$ cat src/rtl/openhw_div_ctrl_pkg.sv
// Shared types and helpers for the MDU iterative divider controller.
package openhw_div_ctrl_pkg;

  typedef enum logic [1:0] {
    IDLE = 2'd0,
    BUSY = 2'd1,
    DONE = 2'd2
  } div_state_t;

  // Number of datapath steps for one divide; W forms only shorten on RV64.
  function automatic int stepCount(input int xlen, input int divbits, input logic w64);
    if ((xlen == 64) && w64) return 32 / divbits;
    return xlen / divbits;
  endfunction

  // Counter width able to hold the full step count.
  function automatic int cntWidth(input int xlen, input int divbits);
    return $clog2(xlen / divbits + 1);
  endfunction

endpackage

$ cat src/rtl/openhw_div_cnt.sv
// Loadable down-counter tracking remaining divider steps.
module openhw_div_cnt #(
  parameter int CW = 7
) (
  input  logic          clk,
  input  logic          reset,
  input  logic          load,
  input  logic          dec,
  input  logic          clear,
  input  logic [CW-1:0] loadVal,
  output logic [CW-1:0] count,
  output logic          lastStep
);

  // Clear wins over load, load wins over decrement.
  always_ff @(posedge clk or posedge reset) begin
    if (reset)      count <= '0;
    else if (clear) count <= '0;
    else if (load)  count <= loadVal;
    else if (dec)   count <= count - CW'(1);
  end

  // The step performed while count is one is the final one.
  assign lastStep = (count == CW'(1));

endmodule

$ cat src/rtl/openhw_div_ctrl.sv
// Sequencing controller for the iterative integer divider in the MDU.
module openhw_div_ctrl
  import openhw_div_ctrl_pkg::*;
#(
  parameter  int XLEN    = 64,
  parameter  int DIVBITS = 1,
  localparam int CW      = cntWidth(XLEN, DIVBITS)
) (
  input  logic          clk,
  input  logic          reset,
  input  logic          IntDivE,
  input  logic          W64E,
  input  logic          DivByZeroE,
  input  logic          FlushE,
  input  logic          StallM,
  output logic          DivLoadE,
  output logic          DivStepE,
  output logic          DivDoneE,
  output logic          DivBusyE,
  output logic [CW-1:0] DivCountE
);

  div_state_t    state;
  logic          start;
  logic          lastStep;
  logic          cntLoad;
  logic          cntDec;
  logic [CW-1:0] cntLoadVal;

  // Reset also masks start so every output is low while reset is held.
  assign start      = (state == IDLE) & IntDivE & ~FlushE & ~reset;
  assign cntLoad    = start & ~DivByZeroE;
  assign cntDec     = (state == BUSY) & ~FlushE;
  assign cntLoadVal = CW'(stepCount(XLEN, DIVBITS, W64E));

  openhw_div_cnt #(.CW(CW)) cnt (
    .clk      (clk),
    .reset    (reset),
    .load     (cntLoad),
    .dec      (cntDec),
    .clear    (FlushE),
    .loadVal  (cntLoadVal),
    .count    (DivCountE),
    .lastStep (lastStep)
  );

  // State sequencing; flush overrides both step completion and StallM.
  always_ff @(posedge clk or posedge reset) begin
    if (reset) begin
      state <= IDLE;
    end else begin
      case (state)
        IDLE: if (start) state <= DivByZeroE ? DONE : BUSY;
        BUSY: begin
          if (FlushE)        state <= IDLE;
          else if (lastStep) state <= DONE;
        end
        DONE: if (FlushE | ~StallM) state <= IDLE;
        default: state <= IDLE;
      endcase
    end
  end

  assign DivLoadE = start;
  assign DivStepE = (state == BUSY);
  assign DivDoneE = (state == DONE);
  assign DivBusyE = start | (state == BUSY);

endmodule

$ cat config.mk
export PLATFORM = sky130hd
export DESIGN_NAME = openhw_div_ctrl
export DESIGN_NICKNAME = d
export VERILOG_FILES = /design/src/rtl/openhw_div_ctrl_pkg.sv /design/src/rtl/openhw_div_cnt.sv /design/src/rtl/openhw_div_ctrl.sv
export SDC_FILE = /design/constraint.sdc
export NUM_CORES = 1
export LEC_CHECK = 0
export CAP_MARGIN = 15
export CORE_MARGIN = 10
export CORE_UTILIZATION = 43
export DETAILED_ROUTE_END_ITERATION = 16
export GPL_TIMING_DRIVEN = 0
export PLACE_DENSITY = 0.75
export SLEW_MARGIN = 20
export SYNTH_ARGS = -nofsm -noshare
export SYNTH_HDL_FRONTEND = slang
export SYNTH_HIERARCHICAL = 1
export SYNTH_SLANG_ARGS = --single-unit
$ cat constraint.sdc
create_clock -name clk -period 2.3 [get_ports clk]
set_input_delay 0.345 -clock clk [delete_from_list [all_inputs] [get_ports clk]]
set_output_delay 0.345 -clock clk [all_outputs]
set_load 0.1 [all_outputs]
# Yosys cells after proc, flatten, opt, wreduce, memory -nomap -nowiden
# Index checks and enable logic that the tools add are counted.
word_totals:
  register_bits: 9
  in_bits: 7
  output_inout_bits: 11
  word_cells: 35
op_classes:
  n_addsub: 1
  eq_ne: 6
  muxes: 12
  bitwise: 11
  n_reduce_logical: 3
ops:
  columns: ["operator", "n"]
  rows:
  - ["7-bit 2-to-1 mux", 4]
  - ["2-bit 2-to-1 mux", 5]
  - ["7-bit by 1-bit == test with 1-bit output, second input constant", 1]
  - ["7-bit by 1-bit subtractor with 7-bit output, second input constant", 1]
  - ["6-bit 2-to-1 mux", 1]
  - ["2-bit case mux with 3 select lines", 1]
  - ["1-bit AND", 5]
  - ["1-bit NOT", 4]
  - ["3-bit by 2-bit inequality test with 1-bit output, second input constant", 1]
  - ["3-bit AND reduction", 1]
  - ["3-bit nonzero test", 1]
  - ["2-bit by 1-bit == test with 1-bit output, second input constant", 1]
  - ["2-bit == test, second input constant", 1]
  - ["2-bit logical NOT", 1]
  - ["2-bit by 1-bit inequality test with 1-bit output, second input constant", 1]
  - ["2-bit inequality test, second input constant", 1]
  - ["1-bit bitwise OR", 2]
  - ["1-bit 2-to-1 mux", 1]

# Depth between registers and ports, before layout
depth:
  ltp_word: 7
  depth_mapped: 6
  depth_no_buf: 6

# Modules after synthesis
# The synthesis kept the hierarchy.
by_module_without_submodules:
  columns: ["mod", "n_inst", "cells_per_inst", "area_per_inst_um2", "seq_area_each_um2"]
  rows:
  - ["openhw_div_cnt", 1, 47, 431.7, 175.2]
  - ["openhw_div_ctrl", 1, 17, 138.9, 50.0]

# Worst setup path before layout
# Ideal clock, no wire load.
synth_timing:
  path_kind: "register to register"
  start: "register cnt.count[1]"
  end: "register cnt.count[4]"
  setup_ns: 0.099
  t_arrival_ns: 1.967
  required_time_ns: 2.201
  setup_slack_ns: 0.234
  stages_incl_launch_ff: 6
  n_path_buf: 0
  synth_period_minus_slack_ns: 2.066
  path_cell_list: "dfrtp_1 > inv_1 > ha_1 > nand2_1 > or4_2 > a311oi_1"
synth_between:
  elab_chain_len: 4
synth_lines:
  columns: ["element", "line", "rtl"]
  rows:
  - ["start: declaration", "openhw_div_cnt.sv:11", "output logic [CW-1:0] count,"]
  - ["start signal: assignment", "openhw_div_cnt.sv:19", "else if (load) count <= loadVal;"]
  - ["start signal: assignment", "openhw_div_cnt.sv:20", "else if (dec) count <= count - CW'(1);"]
  - ["7-bit by 1-bit subtractor with 7-bit output", "openhw_div_cnt.sv:20", null]
  - ["7-bit 2-to-1 mux", "openhw_div_cnt.sv:20", null]
  - ["7-bit 2-to-1 mux", "openhw_div_cnt.sv:19", null]
  - ["7-bit 2-to-1 mux", "openhw_div_cnt.sv:18", "else if (clear) count <= '0;"]
# Every way passes these cells. The select of a mux whose other input is x is not followed.
# A chain may end at the register's enable or synchronous reset.

# Final worst setup path
layout_timing:
  start: "register cnt.count[2]"
  end: "output DivCountE[2]"
layout_lines:
  columns: ["element", "line", "rtl"]
  rows:
  - ["end: declaration", "openhw_div_ctrl.sv:20", "output logic [CW-1:0] DivCountE"]
# No word-level cell between the ends.

==> impl_metrics.py <==
metrics = {
    "timing": {
        "relSlewSlack_pct": 34.97,
        "rsz0062_at_grt": "false",
        "max_clk_rate_mhz": 444.6,
        "timing.final.hold_violations": 0,
        "setup-tns-final_ns": 0,
        "period_minus_ws_final_ns": 2.249,
        "worst_slew_pin_slew_ns": 0.9724,
        "finClkSkew_ns": 0.0009743,
        "slew_violations": 0,
        "layout_worst_path_cycle_share_pct": 97.78,
        "final.hold.worst_slack_ns": 0.2824,
        "setup_violation_total_in_the_final_timing_report": 0,
    },
    "detailed_routing": {
        "drc_errors": 0,
        "postRouteAntennaNets": 0,
        "dr_pass1_iterations": 3,
        "wire_per_inst_um": 13.39,
        "total_via_count_in_the_routed_design": 534,
        "detail_route.vias_per_cell": 5.135,
        "first_iter_violations": 4,
        "detail_route.wirelength_mm": 1.393,
    },
    "place": {
        "dp_hpwl_mm": 1.078,
        "dpl.cell_count": 100,
        "gp_routability_congestion": 0.7363,
        "port_buffers": 17,
        "place_area_um2": 774.5,
    },
    "power": {
        "power.combinational.fraction_pct": 37.0,
        "netSwitchingPower_uw": 203.5,
        "switching_share_pct": 41.57,
        "seq_power_share_pct": 36.9,
        "vdd_ir_drop_max_mv": 0.2959,
        "pwr-share-clk_pct": 26.1,
        "power.internal_uw": 286.0,
        "static-leakage-power_uw": 0.0004009,
        "p_per_area_nw_per_um2": 615.1,
    },
    "global_routing": {
        "number_of_antenna_violations_at_the_first_check_in_global_routing": 0,
        "largest_net_degree_at_the_start_of_global_routing": 12,
        "grt.total_usage_pct": 9.193,
        "global_route_wire_length_before_repair_mm": 2.435,
        "vias_in_the_first_global_route": 537,
        "grt_remaining_overflow": 0,
    },
    "cts": {
        "path_clk_slew_ns": 0.06,
        "cts-htree-levels": 1,
        "clock_buffer_count_from_cts": 3,
        "clock_latency_late_sink_ns": 0.27,
        "cts_tree": "done",
        "cts_root_buffer": "sky130_fd_sc_hd__clkbuf_4",
        "largest_buffer_count_on_any_clock_path": 2,
        "cts.hold.buffers_added": 0,
        "tritoncts_num_sinks": 9,
    },
    "cells_and_area": {
        "drive_gt1_share_pct": 12.36,
        "finish.cell_count_without_fillers": 104,
        "insertedDiodeCount": 0,
        "flow.area_growth_from_synthesis_pct": 39.47,
        "design.final.nets": 99,
        "postLayoutCellArea_um2": 795.8,
    },
    "critical_path": {
        "timing.critical_path.buf_inv": 1,
        "chain_of_cells_forming_the_critical_path": "clkdlybuf4s50_1",
        "timing.reg2reg.worst_path_depth": 5,
        "cp.depth": 1,
        "critPathSlowestCell": "sky130_fd_sc_hd__clkdlybuf4s50_1",
        "critical_path.startpoint_type": "flop",
        "worst_ep_required_time_ns": 1.96,
        "max_stage_delay_ns": 1.18,
        "end_kind": "primary output",
        "critical-path-top-delay-family": "buffers and inverters",
        "crit_fanout": 7,
        "critical_path_class": "flop to primary output",
        "cp.arrival_ns": 1.90,
    },
    "floorplanning": {
        "num_io_pins": 18,
        "dieArea_um2": 3184,
        "initial_core_util_pct": 44.97,
        "die_h_um": 56.43,
        "die_w_um": 56.43,
        "rows": 13,
        "core-area_um2": 1269,
    },
    "synth": {
        "synth-seq-cells": 9,
        "synth_area_leaders": "sky130_fd_sc_hd__dfrtp_1, sky130_fd_sc_hd__inv_1, sky130_fd_sc_hd__nor2_1, sky130_fd_sc_hd__xor2_1, sky130_fd_sc_hd__ha_1",
        "netlist.top_cell.by_area": "sky130_fd_sc_hd__dfrtp_1",
        "area_share_of_the_largest_cell_type_after_synthesis_pct": 39.47,
        "synthFlopType": "sky130_fd_sc_hd__dfrtp_1",
        "synth_enable_flop_cells": 0,
        "synth.cell_area_um2": 570.5,
        "post_synth.cell_area_avg_um2": 8.915,
        "yosys_warnings": 6,
        "seq_area_frac_synth_pct": 39.47,
        "netlist-cell-type-count": 31,
        "synth-async-reset-ratio_pct": 100.0,
        "synth_cells": 64,
    },
    "run_status": {
        "outcome": "finished, final reports clean",
    },
    "job": {
        "max_cap_violations": 0,
    },
    "min_path": {
        "hold_path.class": "input port to async pin",
    },
}
[cell families (layout without fill, tap and decap cells)]
kind of cell,after synthesis,in the layout,synth area share [%]
other,1,5,0.6573
AND/OR/NAND/NOR,22,22,22.81
multiplexers,1,1,1.754
buffers and inverters,11,32,7.454
adder cells (fa/ha/maj),2,2,4.385
XOR/XNOR,3,3,4.606
flip-flops,9,9,39.47
AO/OA/AOI/OAI,15,15,18.86
[layout make-up]
cell class | count | area [um2]
multi-input cells | 48 | 317.8
repair buffers | 17 | 163.9
fillers | 110 | 473.0
well taps | 15 | 18.77
inverters | 11 | 43.79
clock buffers | 4 | 26.28
flip-flops and latches | 9 | 225.2
[per-stage QoR]
stage / util, % / power (uW) / worst slack [ns]
4_1_cts: 62.52 / 492.9 / 0.02026
6_report: 62.72 / 489.5 / 0.05095
3_3_place_gp: 61.05 / 365.9 / -0.8517
5_1_grt: 62.72 / 513.6 / 0.01048
2_1_floorplan: - / 318.4 / 0.2337
3_5_place_dp: 61.05 / 368.5 / -0.8792
[cells in the mapped netlist, types with 2 or more instances]
master                     number
sky130_fd_sc_hd__nor2_1         7
sky130_fd_sc_hd__ha_1           2
sky130_fd_sc_hd__a21oi_1        3
sky130_fd_sc_hd__xor2_1         3
sky130_fd_sc_hd__dfrtp_1        9
sky130_fd_sc_hd__inv_1          9
sky130_fd_sc_hd__or4_4          2
sky130_fd_sc_hd__nand2_1        4
sky130_fd_sc_hd__nand2b_1       2
sky130_fd_sc_hd__a311oi_1       2
[placed cells by master (no fill, tap or decap), types with 2 or more instances in the layout]
cell type	synthesis	routed
sky130_fd_sc_hd__clkinv_2	1	2
sky130_fd_sc_hd__dlygate4sd2_1	0	3
sky130_fd_sc_hd__clkbuf_4	0	3
sky130_fd_sc_hd__conb_1	1	5
sky130_fd_sc_hd__nand2b_1	2	2
sky130_fd_sc_hd__buf_4	0	2
sky130_fd_sc_hd__dfrtp_1	9	9
sky130_fd_sc_hd__inv_1	9	9
sky130_fd_sc_hd__xor2_1	3	3
sky130_fd_sc_hd__clkdlybuf4s50_1	0	11
sky130_fd_sc_hd__nand2_1	4	4
sky130_fd_sc_hd__nor2_1	7	7
sky130_fd_sc_hd__or4_4	2	2
sky130_fd_sc_hd__a311oi_1	2	2
sky130_fd_sc_hd__ha_1	2	2
sky130_fd_sc_hd__a21oi_1	3	3
[what timing repair did]
action / CTS / global route
gates cloned: 0 / 0
pin swaps: 0 / 0
gates resized for setup: 16 / 1
buffers inserted: 0 / 0
setup endpoints to repair: 9 / 1
[metal layers]
layer	share of wire, %	global-route usage, %	vias to the layer above
met4	1.2	4.124	0
met2	48	13.95	11
li1	-	-	270
met1	44	10.88	251
met3	7.2	3.820	2
met5	0	0	-
[path summary, 6_finish.rpt]
| check | startpoint | to | slack, ns |
|---|---|---|---|
| worst max-delay path | cnt/count[2] | DivCountE[2] | 0.05 |
| worst min-delay path | reset | state[0] | 0.28 |
| worst max register to register | state[1] | cnt/count[4] | 0.21 |
| worst min register to register | cnt/count[6] | cnt/count[6] | 0.60 |
| max in group asynchronous | reset | cnt/count[0] | 1.70 |
| min in group clk | cnt/count[6] | cnt/count[6] | 0.60 |
[power by group through the flow]
stage	Combinational, uW	Sequential (uW)	Clock, uW
after global routing	193	183	138
after detailed placement	185	183	0
after CTS	183	180	130
after global placement	183	183	0
after floorplan	79.2	239	0
final	181	181	128
[flip-flops by register name, indices dropped and copies added, names as in the netlist]
register   count
cnt/count      7
state          2
No activity file was read; power rests on OpenSTA's default activity.
